<file path="config.mk">
export PLATFORM = sky130hd
export DESIGN_NAME = mul_div_unit_flat
export DESIGN_NICKNAME = d
export VERILOG_FILES = /design/src/rtl/mul_div_unit_if.sv /design/src/rtl/mul_div_unit.sv /design/src/flat_wrapper.sv
export SDC_FILE = /design/constraint.sdc
export NUM_CORES = 1
export LEC_CHECK = 0
export BUFFER_PORTS_ARGS = -buffer_cell sky130_fd_sc_hd__buf_2
export CAP_MARGIN = 20
export CORE_MARGIN = 4
export CORE_UTILIZATION = 55
export CTS_CLUSTER_SIZE = 25
export DETAILED_ROUTE_END_ITERATION = 7
export GPL_TIMING_DRIVEN = 1
export PLACE_DENSITY = 0.8
export SETUP_SLACK_MARGIN = 0.2
export SLEW_MARGIN = 20
export SYNTH_ARGS = -nofsm -noshare
export SYNTH_HDL_FRONTEND = slang
export SYNTH_SLANG_ARGS = --single-unit
</file>
<file path="constraint.sdc">
create_clock -name clk -period 9.8 [get_ports clk]
set_input_delay 1.96 -clock clk [delete_from_list [all_inputs] [get_ports clk]]
set_output_delay 1.96 -clock clk [all_outputs]
set_load 0.005 [all_outputs]
</file>
<file path="src/rtl/mul_div_unit_if.sv">
// mul_div_unit_if: request/result bundle between the execute stage and the
// iterative multiply/divide unit.
//   start   - request strobe; MDUOp/dInA/dInB are sampled with it
//   cancel  - abandon the operation in flight (pipeline flush)
//   MDUOp   - 000 mult, 001 multu, 010 div, 011 divu, 100 mthi, 101 mtlo
//   dInA    - R[rs], multiplicand / dividend / mthi-mtlo source
//   dInB    - R[rt], multiplier / divisor
//   busy    - operation in progress (stalls mfhi/mflo and later mul/div)
//   done    - one-cycle pulse after HI/LO were written by mul/div
//   hi, lo  - HI/LO result registers
interface mul_div_unit_if #(
  parameter int WIDTH = 32
);
  logic             start;
  logic             cancel;
  logic [2:0]       MDUOp;
  logic [WIDTH-1:0] dInA;
  logic [WIDTH-1:0] dInB;
  logic             busy;
  logic             done;
  logic [WIDTH-1:0] hi;
  logic [WIDTH-1:0] lo;

  modport master (
    output start, cancel, MDUOp, dInA, dInB,
    input  busy, done, hi, lo
  );

  modport slave (
    input  start, cancel, MDUOp, dInA, dInB,
    output busy, done, hi, lo
  );
endinterface

</file>
<file path="src/rtl/mul_div_unit.sv">
// mul_div_unit: iterative (one bit per cycle) multiply/divide unit with HI/LO
// registers for the MIPS execute stage.
//   clk   - single clock, rising edge
//   rst_n - synchronous active-low reset
//   bus   - mul_div_unit_if slave: start/cancel/MDUOp/dInA/dInB in,
//           busy/done/hi/lo out
// Signed ops work on operand magnitudes and fix the signs in the FIX state.
// Multiply is shift-add, divide is restoring; both share one 2*WIDTH register.
module mul_div_unit #(
  parameter int WIDTH = 32
) (
  input  logic          clk,
  input  logic          rst_n,
  mul_div_unit_if.slave bus
);
  localparam int CW = $clog2(WIDTH + 1);

  typedef enum logic [1:0] {
    IDLE = 2'b00,
    RUN  = 2'b01,
    FIX  = 2'b10
  } state_t;

  // Absolute value when the operand is treated as signed.
  function automatic logic [WIDTH-1:0] magnitude(input logic [WIDTH-1:0] x,
                                                 input logic is_signed);
    if (is_signed && x[WIDTH-1]) magnitude = -x;
    else                         magnitude = x;
  endfunction

  // Conditional two's-complement negation, single width.
  function automatic logic [WIDTH-1:0] cond_neg(input logic [WIDTH-1:0] x,
                                                input logic neg);
    if (neg) cond_neg = -x;
    else     cond_neg = x;
  endfunction

  // Conditional two's-complement negation, double width.
  function automatic logic [2*WIDTH-1:0] cond_neg2(input logic [2*WIDTH-1:0] x,
                                                   input logic neg);
    if (neg) cond_neg2 = -x;
    else     cond_neg2 = x;
  endfunction

  state_t             state_r, state_next_s;
  logic [CW-1:0]      count_r, count_next_s;
  logic [2*WIDTH-1:0] acc_r, step_s, prod_fix_s;
  logic [WIDTH-1:0]   opb_r, a_save_r, hi_r, lo_r, hi_fix_s, lo_fix_s;
  logic [WIDTH:0]     mul_sum_s, div_trial_s, div_diff_s;
  logic               is_div_r, neg_res_r, neg_rem_r, div_zero_r;
  logic               busy_r, done_r;
  logic               accept_arith_s, accept_mt_s;
  logic               op_signed_s;

  assign count_next_s = count_r + {{(CW-1){1'b0}}, 1'b1};
  assign op_signed_s  = ~bus.MDUOp[0];

  assign bus.busy = busy_r;
  assign bus.done = done_r;
  assign bus.hi   = hi_r;
  assign bus.lo   = lo_r;

  // Request acceptance: only in IDLE, and cancel drops a same-cycle request.
  always_comb begin
    accept_arith_s = 1'b0;
    accept_mt_s    = 1'b0;
    if (state_r == IDLE && bus.start && !bus.cancel) begin
      accept_arith_s = ~bus.MDUOp[2];
      accept_mt_s    = bus.MDUOp[2] & ~bus.MDUOp[1];
    end else begin
      accept_arith_s = 1'b0;
      accept_mt_s    = 1'b0;
    end
  end

  // Next-state logic; cancel returns to IDLE from any state.
  always_comb begin
    state_next_s = state_r;
    case (state_r)
      IDLE: begin
        if (accept_arith_s) state_next_s = RUN;
        else                state_next_s = IDLE;
      end
      RUN: begin
        if (bus.cancel)                        state_next_s = IDLE;
        else if (count_next_s == CW'(WIDTH))   state_next_s = FIX;
        else                                   state_next_s = RUN;
      end
      FIX:     state_next_s = IDLE;
      default: state_next_s = IDLE;
    endcase
  end

  // One iteration of shift-add multiply or restoring divide.
  always_comb begin
    mul_sum_s   = {1'b0, acc_r[2*WIDTH-1:WIDTH]} +
                  (acc_r[0] ? {1'b0, opb_r} : {(WIDTH+1){1'b0}});
    // Divide: partial remainder shifted left with the next dividend bit.
    div_trial_s = acc_r[2*WIDTH-1:WIDTH-1];
    div_diff_s  = div_trial_s - {1'b0, opb_r};
    if (is_div_r) begin
      if (div_diff_s[WIDTH]) step_s = {div_trial_s[WIDTH-1:0], acc_r[WIDTH-2:0], 1'b0};
      else                   step_s = {div_diff_s[WIDTH-1:0], acc_r[WIDTH-2:0], 1'b1};
    end else begin
      step_s = {mul_sum_s, acc_r[WIDTH-1:1]};
    end
  end

  // Sign correction and divide-by-zero result selection for writeback.
  always_comb begin
    prod_fix_s = cond_neg2(acc_r, neg_res_r);
    if (!is_div_r) begin
      hi_fix_s = prod_fix_s[2*WIDTH-1:WIDTH];
      lo_fix_s = prod_fix_s[WIDTH-1:0];
    end else if (div_zero_r) begin
      hi_fix_s = a_save_r;
      lo_fix_s = {WIDTH{1'b1}};
    end else begin
      // Quotient sign from operand signs, remainder follows the dividend.
      hi_fix_s = cond_neg(acc_r[2*WIDTH-1:WIDTH], neg_rem_r);
      lo_fix_s = cond_neg(acc_r[WIDTH-1:0], neg_res_r);
    end
  end

  // FSM state register.
  always_ff @(posedge clk) begin
    if (!rst_n) state_r <= IDLE;
    else        state_r <= state_next_s;
  end

  // Datapath, HI/LO and status registers.
  always_ff @(posedge clk) begin
    if (!rst_n) begin
      count_r    <= '0;
      acc_r      <= '0;
      opb_r      <= '0;
      a_save_r   <= '0;
      hi_r       <= '0;
      lo_r       <= '0;
      is_div_r   <= 1'b0;
      neg_res_r  <= 1'b0;
      neg_rem_r  <= 1'b0;
      div_zero_r <= 1'b0;
      busy_r     <= 1'b0;
      done_r     <= 1'b0;
    end else begin
      busy_r <= (state_next_s != IDLE);
      done_r <= 1'b0;
      case (state_r)
        IDLE: begin
          if (accept_arith_s) begin
            is_div_r   <= bus.MDUOp[1];
            neg_res_r  <= op_signed_s & (bus.dInA[WIDTH-1] ^ bus.dInB[WIDTH-1]);
            neg_rem_r  <= op_signed_s & bus.dInA[WIDTH-1];
            div_zero_r <= bus.MDUOp[1] & (bus.dInB == {WIDTH{1'b0}});
            a_save_r   <= bus.dInA;
            count_r    <= '0;
            if (bus.MDUOp[1]) begin
              acc_r <= {{WIDTH{1'b0}}, magnitude(bus.dInA, op_signed_s)};
              opb_r <= magnitude(bus.dInB, op_signed_s);
            end else begin
              acc_r <= {{WIDTH{1'b0}}, magnitude(bus.dInB, op_signed_s)};
              opb_r <= magnitude(bus.dInA, op_signed_s);
            end
          end else if (accept_mt_s) begin
            if (bus.MDUOp[0]) lo_r <= bus.dInA;
            else              hi_r <= bus.dInA;
          end
        end
        RUN: begin
          if (!bus.cancel) begin
            acc_r   <= step_s;
            count_r <= count_next_s;
          end
        end
        FIX: begin
          if (!bus.cancel) begin
            hi_r   <= hi_fix_s;
            lo_r   <= lo_fix_s;
            done_r <= 1'b1;
          end
        end
        default: begin
        end
      endcase
    end
  end
endmodule

</file>
<file path="src/flat_wrapper.sv">
// flat-port wrapper written by rule: the top's interface ports become plain ports
module mul_div_unit_flat 
#(
  parameter int WIDTH = 32
)
  (clk, rst_n, bus_start, bus_cancel, bus_MDUOp, bus_dInA, bus_dInB, bus_busy, bus_done, bus_hi, bus_lo);
  mul_div_unit_if #(.WIDTH(WIDTH)) bus_i ();
  input  logic clk;
  input  logic rst_n;
  input wire logic [$bits(bus_i.start)-1:0] bus_start;
  input wire logic [$bits(bus_i.cancel)-1:0] bus_cancel;
  input wire logic [$bits(bus_i.MDUOp)-1:0] bus_MDUOp;
  input wire logic [$bits(bus_i.dInA)-1:0] bus_dInA;
  input wire logic [$bits(bus_i.dInB)-1:0] bus_dInB;
  output wire logic [$bits(bus_i.busy)-1:0] bus_busy;
  output wire logic [$bits(bus_i.done)-1:0] bus_done;
  output wire logic [$bits(bus_i.hi)-1:0] bus_hi;
  output wire logic [$bits(bus_i.lo)-1:0] bus_lo;
  assign bus_i.start = bus_start;
  assign bus_i.cancel = bus_cancel;
  assign bus_i.MDUOp = bus_MDUOp;
  assign bus_i.dInA = bus_dInA;
  assign bus_i.dInB = bus_dInB;
  assign bus_busy = bus_i.busy;
  assign bus_done = bus_i.done;
  assign bus_hi = bus_i.hi;
  assign bus_lo = bus_i.lo;
  mul_div_unit #(.WIDTH(WIDTH)) u_core (.clk(clk), .rst_n(rst_n), .bus(bus_i));
endmodule
</file>
==> results.cfg <==
[synthesis]
syn_area_mm2 = 0.0170
synth_flop_cell = dfxtp_1
synth-edff-count = 0
synth_top_family_by_area = compound AO/OA/AOI/OAI gates
ys_warn_count = 0
synth-seq-area-share_pct = 24.3
synth-simple-area-share_pct = 20.0
synth_most_common_cell = nand2_1
synthMuxAreaShare_pct = 5.17
synth_largest_area_cell = dfxtp_1
synthesis.nets = 2502
synth_compound_area_share_pct = 28.8
synthArstFlopShare_pct = 0
yosys.area.top_type_share_pct = 24.3
yosys-top-cells-area = dfxtp_1 (24%), xnor2_1 (7.3%), a21oi_1 (7.3%), nand2_1 (6.1%), o21ai_0 (5.2%)
ys_top_cells_by_count = nand2_1 (277), a21oi_1 (248), nor2_1 (213)
yosysUniqueCellTypes = 74
ys_seq_elements = 206
synthXorXnorAreaFrac_pct = 10.1
synthCells = 2360
avgSynthCellArea_um2 = 7.20
synth_fa_ha_area_share_pct = 5.32

[timing]
layout_setup_ws_ps = 4880
fin_crit_sh_pct = 50.2
tightest_slew_ps = 1080
slew_headroom_pct = 27.9
worst_hold_slack_ps = 447
setup_viol = 0
finalSetupTns_ps = 0
rsz0062_at_grt = false
hold_viol = 0
fin_crit_ps = 4920
clock_skew_ps = 22.6
timing.fmax_mhz = 203
slew_violations = 0

[floorplan]
die_area_mm2 = 0.0338
start_util_pct = 55.7
dieWidth_um = 184
fp.dieH_um = 184
top_level_ports = 137
rows = 64
coreArea_mm2 = 0.0305

[detailed_routing]
avgViaCountPerCell = 6.69
drc = 2
drt_iter0_markers = 2145
num_vias = 18400
antenna_left = 0
finalWirelength_um = 61400
dr.pass1.iters = 8
wl_per_cell_um = 22.3

[grt]
grt_usage_pct = 34.8
grt_pass1_vias = 17300
antenna_found_initial = 0
overflow = 0
grt_max_degree = 103
grt_first_pass_wirelength_um = 95200

[clocking]
cts_tree = done
cts_resized = 0
clockBufferDepth = 3
path_clk_slew_ps = 60
cts.sinks = 206
cts_buffers = 25
post-cts-setup-buffers = 0
htreeDepth = 1
hold_buffers = 0
clockRootBuffer = clkbuf_16
clk_latency_ps = 550

[placed_design]
dp_cells = 2708
gp_congestion = 1.01
dp_hpwl_um = 44600
pre_cts_ws_ps = 4280
io_buffers = 136
placed_area_mm2 = 0.0176

[setup_path]
r2r_cells = 13
critPathLaunchType = input pin
critical_path.max_fanout = 102
timing.setup.critical_path_class = in -> reg
crit_arrival_ps = 5390
crit_required_ps = 10270
ff2ff_setup_slack_ps = 5480
end_kind = flop

[run_status]
outcome = finished, violations left
violations = design-rule violations

[run]
maxCapViolations = 0

[layout]
area_growth_pct = 8.72
fin_area_mm2 = 0.0185
instances_no_fill = 2755
multi_input_area_mm2 = 0.0118
final_nets = 2481
n_fill_cell = 2764
drive_gt1_share_pct = 10.7
final-seq-area_mm2 = 0.00413

[power]
power_leakage_nw = 7.32
powerDensity_mw_per_mm2 = 130
ir_worst_vdd_uv = 143

[min_path]
hold_path.class = reg -> reg
whs_path_depth = 2
==> power breakdown <==
part           switching [mW]  total (mW)  internal [mW]
registers              0.0329       0.895          0.862
clock network           0.392        1.01          0.617
logic                   0.330       0.507          0.177
==> critical path, stage by stage <==
cell,delay [ps]
buf_2,90
buf_4,370
inv_1,650
a31oi_1,140
or3_1,450
a21oi_4,150
buf_4,400
nand2_1,170
nor2_2,630
o211ai_1,200
nand3_1,120
==> placed cells by master (no fill, tap or decap), types with 7 or more instances in the layout <==
cell	instances
a211o_1	7
a211oi_1	36
a21o_1	43
a21oi_1	247
a22oi_1	12
a31oi_1	31
and2_1	17
and3_1	12
buf_2	136
buf_4	24
clkbuf_16	25
dfxtp_1	203
ha_1	69
inv_1	68
mux2_2	14
mux2i_1	72
nand2_1	277
nand2b_1	18
nand3_1	46
nand4_1	25
nor2_1	211
nor2b_1	10
nor3_1	47
nor4_1	10
o211ai_1	48
o21ai_0	176
o221ai_1	37
o22ai_1	15
o31ai_1	31
o41ai_1	9
or2_2	7
or3_1	24
or4_1	25
xnor2_1	142
xor2_1	54
==> flip-flops by register name (all words and copies together), names as in the netlist, 2 cells and up <==
signal	count
u_core.bus.lo	32
u_core.count_r	6
u_core.bus.hi	32
u_core.opb_r	32
u_core.state_r	2
u_core.a_save_r	32
u_core.acc_r	64
==> logic make-up after synthesis <==
kind of cell	count (synthesis)
adder cells (fa/ha/maj)	71
buffers and inverters	279
AND/OR/NAND/NOR	748
AO/OA/AOI/OAI	774
flip-flops	206
XOR/XNOR	196
multiplexers	86
==> routing by layer <==
layer	share of wire [%]	track usage [%]	wire length, um
met5	0	0	0
met4	5.8	17.0	3580
met3	10	6.35	6440
met2	45	56.5	27800
met1	38	44.7	23600
==> stage by stage <==
stage | power, mW | utilization (%)
after floorplan | 1.24 | -
after global placement | 1.39 | 57.6
after detailed placement | 1.40 | 57.6
after CTS | 2.39 | 60.5
after global routing | 2.49 | 60.5
final | 2.41 | 60.6
==> layout make-up <==
class	count	area share, %
tap	396	2.68
sequential	206	22.4
multi-input combinational	1875	64.0
clock buffer	32	3.85
timing repair buffer	161	4.72
clock inverter	13	0.948
antenna	2	0.0271
inverter	70	1.44
==> worst paths after layout <==
| check | from | end |
|---|---|---|
| max | bus_MDUOp[1] | u_core.bus.hi[6]$_SDFFE_PN0P_ |
| min | u_core.bus.lo[14]$_SDFFE_PN0P_ | u_core.bus.lo[14]$_SDFFE_PN0P_ |
| min reg2reg | u_core.bus.lo[14]$_SDFFE_PN0P_ | u_core.bus.lo[14]$_SDFFE_PN0P_ |
| max reg2reg | u_core.acc_r[0]$_SDFFE_PN0P_ | u_core.acc_r[62]$_SDFFE_PN0P_ |
(Power assumes the default switching activity.)
